$ cat src/rtl/fft_oflow_monitor.sv
// ----------------------------------------------------------------------------
// fft_oflow_monitor
//
// Per-frame overflow monitor for the PFB/FFT path. Frames are delimited by the
// FFT sync pulse. The block counts how many samples in each frame carried the
// FFT overflow flag, and keeps a sticky record of any frame that overflowed.
// It also checks that sync pulses arrive exactly every FRAME_LEN cycles.
// The result is a registered 32-bit status word for the software register
// that reports FFT overflow.
//
// Parameters:
//   FRAME_LEN      nominal number of cycles between sync pulses (>= 2)
//
// Ports:
//   user_clk       sole clock (FFT data clock)
//   user_rst_n     asynchronous active-low reset
//   sync_in        one-cycle pulse marking sample 0 of a frame
//   fft_oflow      FFT overflow flag for the current sample
//   clear          one-cycle synchronous pulse; zeroes the status word and
//                  the running accumulator
//   user_data_out  status word, taken straight from flops:
//                    [31]    sticky overflow since the last clear
//                    [30]    last completed frame had an overflow
//                    [29]    sticky sync error
//                    [28:16] frames with an overflow (saturates at 0x1FFF)
//                    [15:0]  overflow samples in last completed frame
//                            (saturates at 0xFFFF)
// ----------------------------------------------------------------------------
module fft_oflow_monitor #(
    parameter int FRAME_LEN = 256
) (
    input  logic        user_clk,
    input  logic        user_rst_n,
    input  logic        sync_in,
    input  logic        fft_oflow,
    input  logic        clear,
    output logic [31:0] user_data_out
);

    // Sample counter width; the guard keeps the width legal for degenerate
    // parameter values even though FRAME_LEN is expected to be at least 2.
    localparam int CNT_W = (FRAME_LEN > 1) ? $clog2(FRAME_LEN) : 1;
    localparam logic [CNT_W-1:0] CNT_LAST = CNT_W'(FRAME_LEN - 1);

    typedef enum logic {
        WAIT_SYNC = 1'b0,
        COUNT     = 1'b1
    } stateT;

    stateT            r_state;
    stateT            w_stateNext;

    logic [CNT_W-1:0] r_cnt;
    logic [CNT_W-1:0] w_cntNext;
    logic [15:0]      r_acc;
    logic [15:0]      w_accNext;

    // Fields of the status word
    logic             r_stickyOflow;
    logic             w_stickyOflowNext;
    logic             r_lastOflow;
    logic             w_lastOflowNext;
    logic             r_syncErr;
    logic             w_syncErrNext;
    logic [12:0]      r_frameCnt;
    logic [12:0]      w_frameCntNext;
    logic [15:0]      r_lastCount;
    logic [15:0]      w_lastCountNext;

    // Helper values shared by the next-state logic
    logic             w_cntLast;
    logic [CNT_W-1:0] w_cntInc;
    logic [15:0]      w_accInc;
    logic [15:0]      w_accSync;
    logic [12:0]      w_frameCntInc;
    logic             w_accNonZero;

    // Precompute the saturating and wrapping increments so that the
    // next-state process below reads as a plain priority list of events.
    // On a sync cycle the accumulator restarts from that cycle's flag,
    // because the sync sample is sample 0 of the new frame.
    always_comb begin
        w_cntLast     = (r_cnt == CNT_LAST);
        w_cntInc      = w_cntLast ? '0 : (r_cnt + CNT_W'(1));
        w_accInc      = (fft_oflow && (r_acc != 16'hFFFF)) ? (r_acc + 16'd1) : r_acc;
        w_accSync     = {15'd0, fft_oflow};
        w_frameCntInc = (r_frameCnt == 13'h1FFF) ? r_frameCnt : (r_frameCnt + 13'd1);
        w_accNonZero  = (r_acc != 16'd0);
    end

    // Next-state logic. Events are handled in priority order:
    //   1. clear   - zero the status word and accumulator. A sync in the same
    //                cycle still starts a frame but closes nothing and cannot
    //                raise a sync error. Otherwise the counter keeps running.
    //   2. sync    - restart the sample counter. In COUNT this closes the
    //                previous frame and checks that the sync arrived on the
    //                last sample of the nominal frame. In WAIT_SYNC it only
    //                starts counting.
    //   3. no sync - in COUNT, accumulate overflows and advance the counter.
    //                Wrapping past the last sample means a sync was missed.
    //                That is flagged, but the frame stays open and keeps
    //                accumulating until a sync finally arrives.
    always_comb begin
        w_stateNext       = r_state;
        w_cntNext         = r_cnt;
        w_accNext         = r_acc;
        w_stickyOflowNext = r_stickyOflow;
        w_lastOflowNext   = r_lastOflow;
        w_syncErrNext     = r_syncErr;
        w_frameCntNext    = r_frameCnt;
        w_lastCountNext   = r_lastCount;

        if (clear) begin
            w_accNext         = 16'd0;
            w_stickyOflowNext = 1'b0;
            w_lastOflowNext   = 1'b0;
            w_syncErrNext     = 1'b0;
            w_frameCntNext    = 13'd0;
            w_lastCountNext   = 16'd0;
            if (sync_in) begin
                w_cntNext   = '0;
                w_stateNext = COUNT;
            end else if (r_state == COUNT) begin
                w_cntNext = w_cntInc;
            end
        end else if (sync_in) begin
            w_cntNext   = '0;
            w_stateNext = COUNT;
            w_accNext   = w_accSync;
            if (r_state == COUNT) begin
                w_lastCountNext = r_acc;
                w_lastOflowNext = w_accNonZero;
                if (w_accNonZero) begin
                    w_stickyOflowNext = 1'b1;
                    w_frameCntNext    = w_frameCntInc;
                end
                if (!w_cntLast) begin
                    w_syncErrNext = 1'b1;
                end
            end
        end else if (r_state == COUNT) begin
            w_cntNext = w_cntInc;
            w_accNext = w_accInc;
            if (w_cntLast) begin
                w_syncErrNext = 1'b1;
            end
        end
    end

    // State and datapath registers. Reset drops any partial frame and
    // returns to WAIT_SYNC, so overflow flags are ignored until the FFT
    // delivers a fresh sync.
    always_ff @(posedge user_clk or negedge user_rst_n) begin
        if (!user_rst_n) begin
            r_state       <= WAIT_SYNC;
            r_cnt         <= '0;
            r_acc         <= 16'd0;
            r_stickyOflow <= 1'b0;
            r_lastOflow   <= 1'b0;
            r_syncErr     <= 1'b0;
            r_frameCnt    <= 13'd0;
            r_lastCount   <= 16'd0;
        end else begin
            r_state       <= w_stateNext;
            r_cnt         <= w_cntNext;
            r_acc         <= w_accNext;
            r_stickyOflow <= w_stickyOflowNext;
            r_lastOflow   <= w_lastOflowNext;
            r_syncErr     <= w_syncErrNext;
            r_frameCnt    <= w_frameCntNext;
            r_lastCount   <= w_lastCountNext;
        end
    end

    // The status word is a pure concatenation of flops, with no logic
    // between the registers and the software register input.
    assign user_data_out = {r_stickyOflow, r_lastOflow, r_syncErr, r_frameCnt, r_lastCount};

endmodule

$ cat config.mk
export PLATFORM = sky130hd
export DESIGN_NAME = fft_oflow_monitor
export DESIGN_NICKNAME = d
export VERILOG_FILES = /design/src/rtl/fft_oflow_monitor.sv
export SDC_FILE = /design/constraint.sdc
export NUM_CORES = 1
export LEC_CHECK = 0
export CORE_MARGIN = 2
export CORE_UTILIZATION = 50
export CTS_BUF_LIST = sky130_fd_sc_hd__clkbuf_16
export DETAILED_ROUTE_END_ITERATION = 12
export PLACE_DENSITY = 0.81
export SYNTH_ARGS = -nofsm -noshare
export SYNTH_HDL_FRONTEND = slang
export SYNTH_SLANG_ARGS = --single-unit
$ cat constraint.sdc
create_clock -name user_clk -period 5.5 [get_ports user_clk]
set_input_delay 1.375 -clock user_clk [delete_from_list [all_inputs] [get_ports user_clk]]
set_output_delay 1.375 -clock user_clk [all_outputs]
set_load 0.02 [all_outputs]
==> summary.txt <==
Status
  • Outcome: complete, no violations

Timing
  • Fin Hold WS: 497.3 ps
  • RSZ-0062 raised after global routing: false
  • Crit path time final: between 3000 and 4000 ps
  • Pins Over Slew Limit: 0
  • Clock skew: 6.250 ps
  • Worst-Margin Slew: 917.5 ps
  • Fin. Hold Viols: 0
  • Rel. slew slack: 0.3861
  • Fmax: 0.3078 GHz
  • Final Cycle Share: 0.5907
  • Setup violations, final: 0
  • TNS Setup: 0 ps

Route
  • DR WL met3: 422 um
  • Drt first-iter violations: between 200 and 250
  • Post-Route WL: between 7000 and 8000 um
  • Number of remaining DRC errors: 0
  • Via Count: about 2800
  • First drt pass iteration count: 4
  • Antenna-violating nets left: 0
  • WL met1: approximately 3100 um
  • Met2 WL post-DR: approximately 3700 um
  • Via density: 6.122
  • Routed len/inst: 16.44 um
  • Top Metal Used: met4

Floorplan
  • Die height: about 84 um
  • Initial Util: 0.5084
  • Core Area: 6241 sq um
  • Die area: 6999 sq um
  • # IOs: 37
  • Die W: 83.66 um
  • # rows: 29

GRT
  • GRT Util Overall: 0.2259
  • First-pass GRT wire length: approximately 13000 um
  • Vias in the first global route: ~2700
  • GRT Residual Overflow: 0
  • Largest net degree at the start of global routing: 58
  • Initial antenna violation count: 0

Clock tree
  • Root Driver: clkbuf_16
  • Worst-path clk slew: 50 ps
  • Hold-fix buffers at CTS: 0
  • Post-CTS sizing: 0
  • Clk Latency, worst-skew pair: roughly 330 ps
  • TritonCTS sink count: 57
  • Postcts setup bufs: 0
  • Max Root-Sink Buffers: 2
  • Num CTS Buffers: 9
  • H-tree depth: 3
  • CTS tree: done

Placement
  • Placed Instances: 435
  • DP Wirelength: 5047 um
  • Placer Congestion: around 0.93
  • Dpl cell area: about 3500 sq um
  • Port bufs: 36

Synthesis
  • Register area share after synthesis: 0.4495
  • Distinct cells, synth: 56
  • Syn avg cell area: just over 9 sq um
  • EDFF count, synth: 0
  • Syn_nets: 351
  • Cell count after synthesis: 342
  • Register bit total from synthesis: 57
  • Post-Syn Area: 3173 sq um
  • Ys flop type: dfrtp_1
  • Post-synth ARST share: 1.000
  • Synth warnings: 0

Pwr
  • Maximum VDD drop: 0.0001945 V
  • Leakage Power: between 0.0015 and 0.002 uW
  • Pwr dens: 282.4 nW/um^2

Layout
  • Util after Layout: 0.6141
  • Nets@finish: 378
  • Multi-input gate area: 1598 sq um
  • Register area: 1426 sq um
  • Post-Layout Cell Count: 451
  • Synth-to-Final Area Change: 20.78%
  • Diode count: 0
  • # fillers: 530
  • Final non-filler cell area: 3832 sq um
  • Share of layout cells above drive strength 1: 0.08289

Critical path
  • Worst EP arrival: 3460 ps
  • Type of the worst setup path: in -> reg
  • Crit path capture type: flip-flop
  • CP max FO: 23
  • Critical Path RT: ~5700 ps
  • Critical path launch point type: input pin

Worst hold path
  • Hold WC Path Type: reg -> reg

Run
  • Max_cap viols: 0
cells in the mapped netlist (6+ instances only):
cell       n  area, sq um
clkbuf_1   9        33.78
and4_1     6        52.55
mux2i_1   10        100.1
nand2_1   62        232.7
or3_1     11        68.82
nor4_1     6        37.54
nand4_1   16        100.1
a21oi_1   27        135.1
nor2_1    17        63.81
dfrtp_1   57         1426
nand3_1   12        60.06
nor3_1     9        45.04
power breakdown:
part | internal, uW | switching, uW
logic | 24.2 | 46.2
registers | 426 | 7.41
clock network | 391 | 187
state kept, by name, summed over array words and instances, names as in the netlist:
signal / flops
r_acc: 16
r_cnt: 8
r_frameCnt: 13
r_lastCount: 16
r_lastOflow: 1
r_state: 1
r_stickyOflow: 1
r_syncErr: 1
kinds of logic (layout without fill, tap and decap cells):
family                     count (synthesis)  after routing  synth area share
AOI/OAI and AO/OA                         68             68            0.1451
xor gates and xnor gates                   5              5           0.01380
adders and majority gates                  4              4           0.01577
buffers and inverters                     29             61           0.04692
DFF                                       57             57            0.4495
muxes                                     15             15           0.04929
and+or+nand+nor                          164            164            0.2796
area by class of cell:
cell class / instances / area share
well taps: 77 / 0.02514
multi-input cells: 256 / 0.4169
flip-flops and latches: 57 / 0.3722
inverters: 6 / 0.005877
repair buffers: 39 / 0.09860
clock buffers: 9 / 0.05877
clock inverters: 7 / 0.02253
per-stage QoR:
stage	setup slack [ps]	power, uW
after floorplan	3054	485.5
after detailed placement	1925	511.1
after CTS	2268	1094
after global placement	1956	508.7
after global routing	2064	1121
final	2251	1082
final timing paths:
kind | slack [ps] | to | depth (start not counted) | start
hold / removal | 500 | r_stickyOflow | 1 | r_stickyOflow
hold reg to reg | 500 | r_stickyOflow | 1 | r_stickyOflow
setup reg to reg | 3490 | r_frameCnt[6] | 6 | r_acc[0]
max in group asynchronous | 3840 | r_acc[7] | 2 | user_rst_n
min in group asynchronous | 1180 | r_frameCnt[4] | 2 | user_rst_n
setup / recovery | 2250 | r_frameCnt[0] | 4 | sync_in
worst max-delay path, stage by stage:
cell and delay, ps:
clkdlybuf4s50_1 880, and2_1 650, a31oi_1 240, mux2_2 320
cells in the final DEF (no fill, tap or decap), types with 3 or more instances in the layout:
master / instances
and3_1: 5
clkdlybuf4s50_1: 35
or3_1: 11
buf_4: 3
a31oi_1: 5
clkbuf_16: 9
nor2b_1: 3
nand4_1: 16
mux2_1: 3
dfrtp_1: 57
o21ai_1: 5
a22o_1: 3
a41oi_1: 4
ha_1: 4
nor2_1: 17
xor2_1: 4
nand3_1: 12
mux2i_1: 10
nand2_1: 62
a21oi_1: 27
o311ai_1: 4
nor4_1: 6
and4_1: 6
inv_1: 6
nor3_1: 9
layer usage:
metal,vias to the layer above,global-route usage
li1,1322,-
met1,1332,0.2802
met2,89,0.3695
met3,18,0.05341
met4,0,0.1129
met5,-,0
No activity file was read; power rests on OpenSTA's default activity.
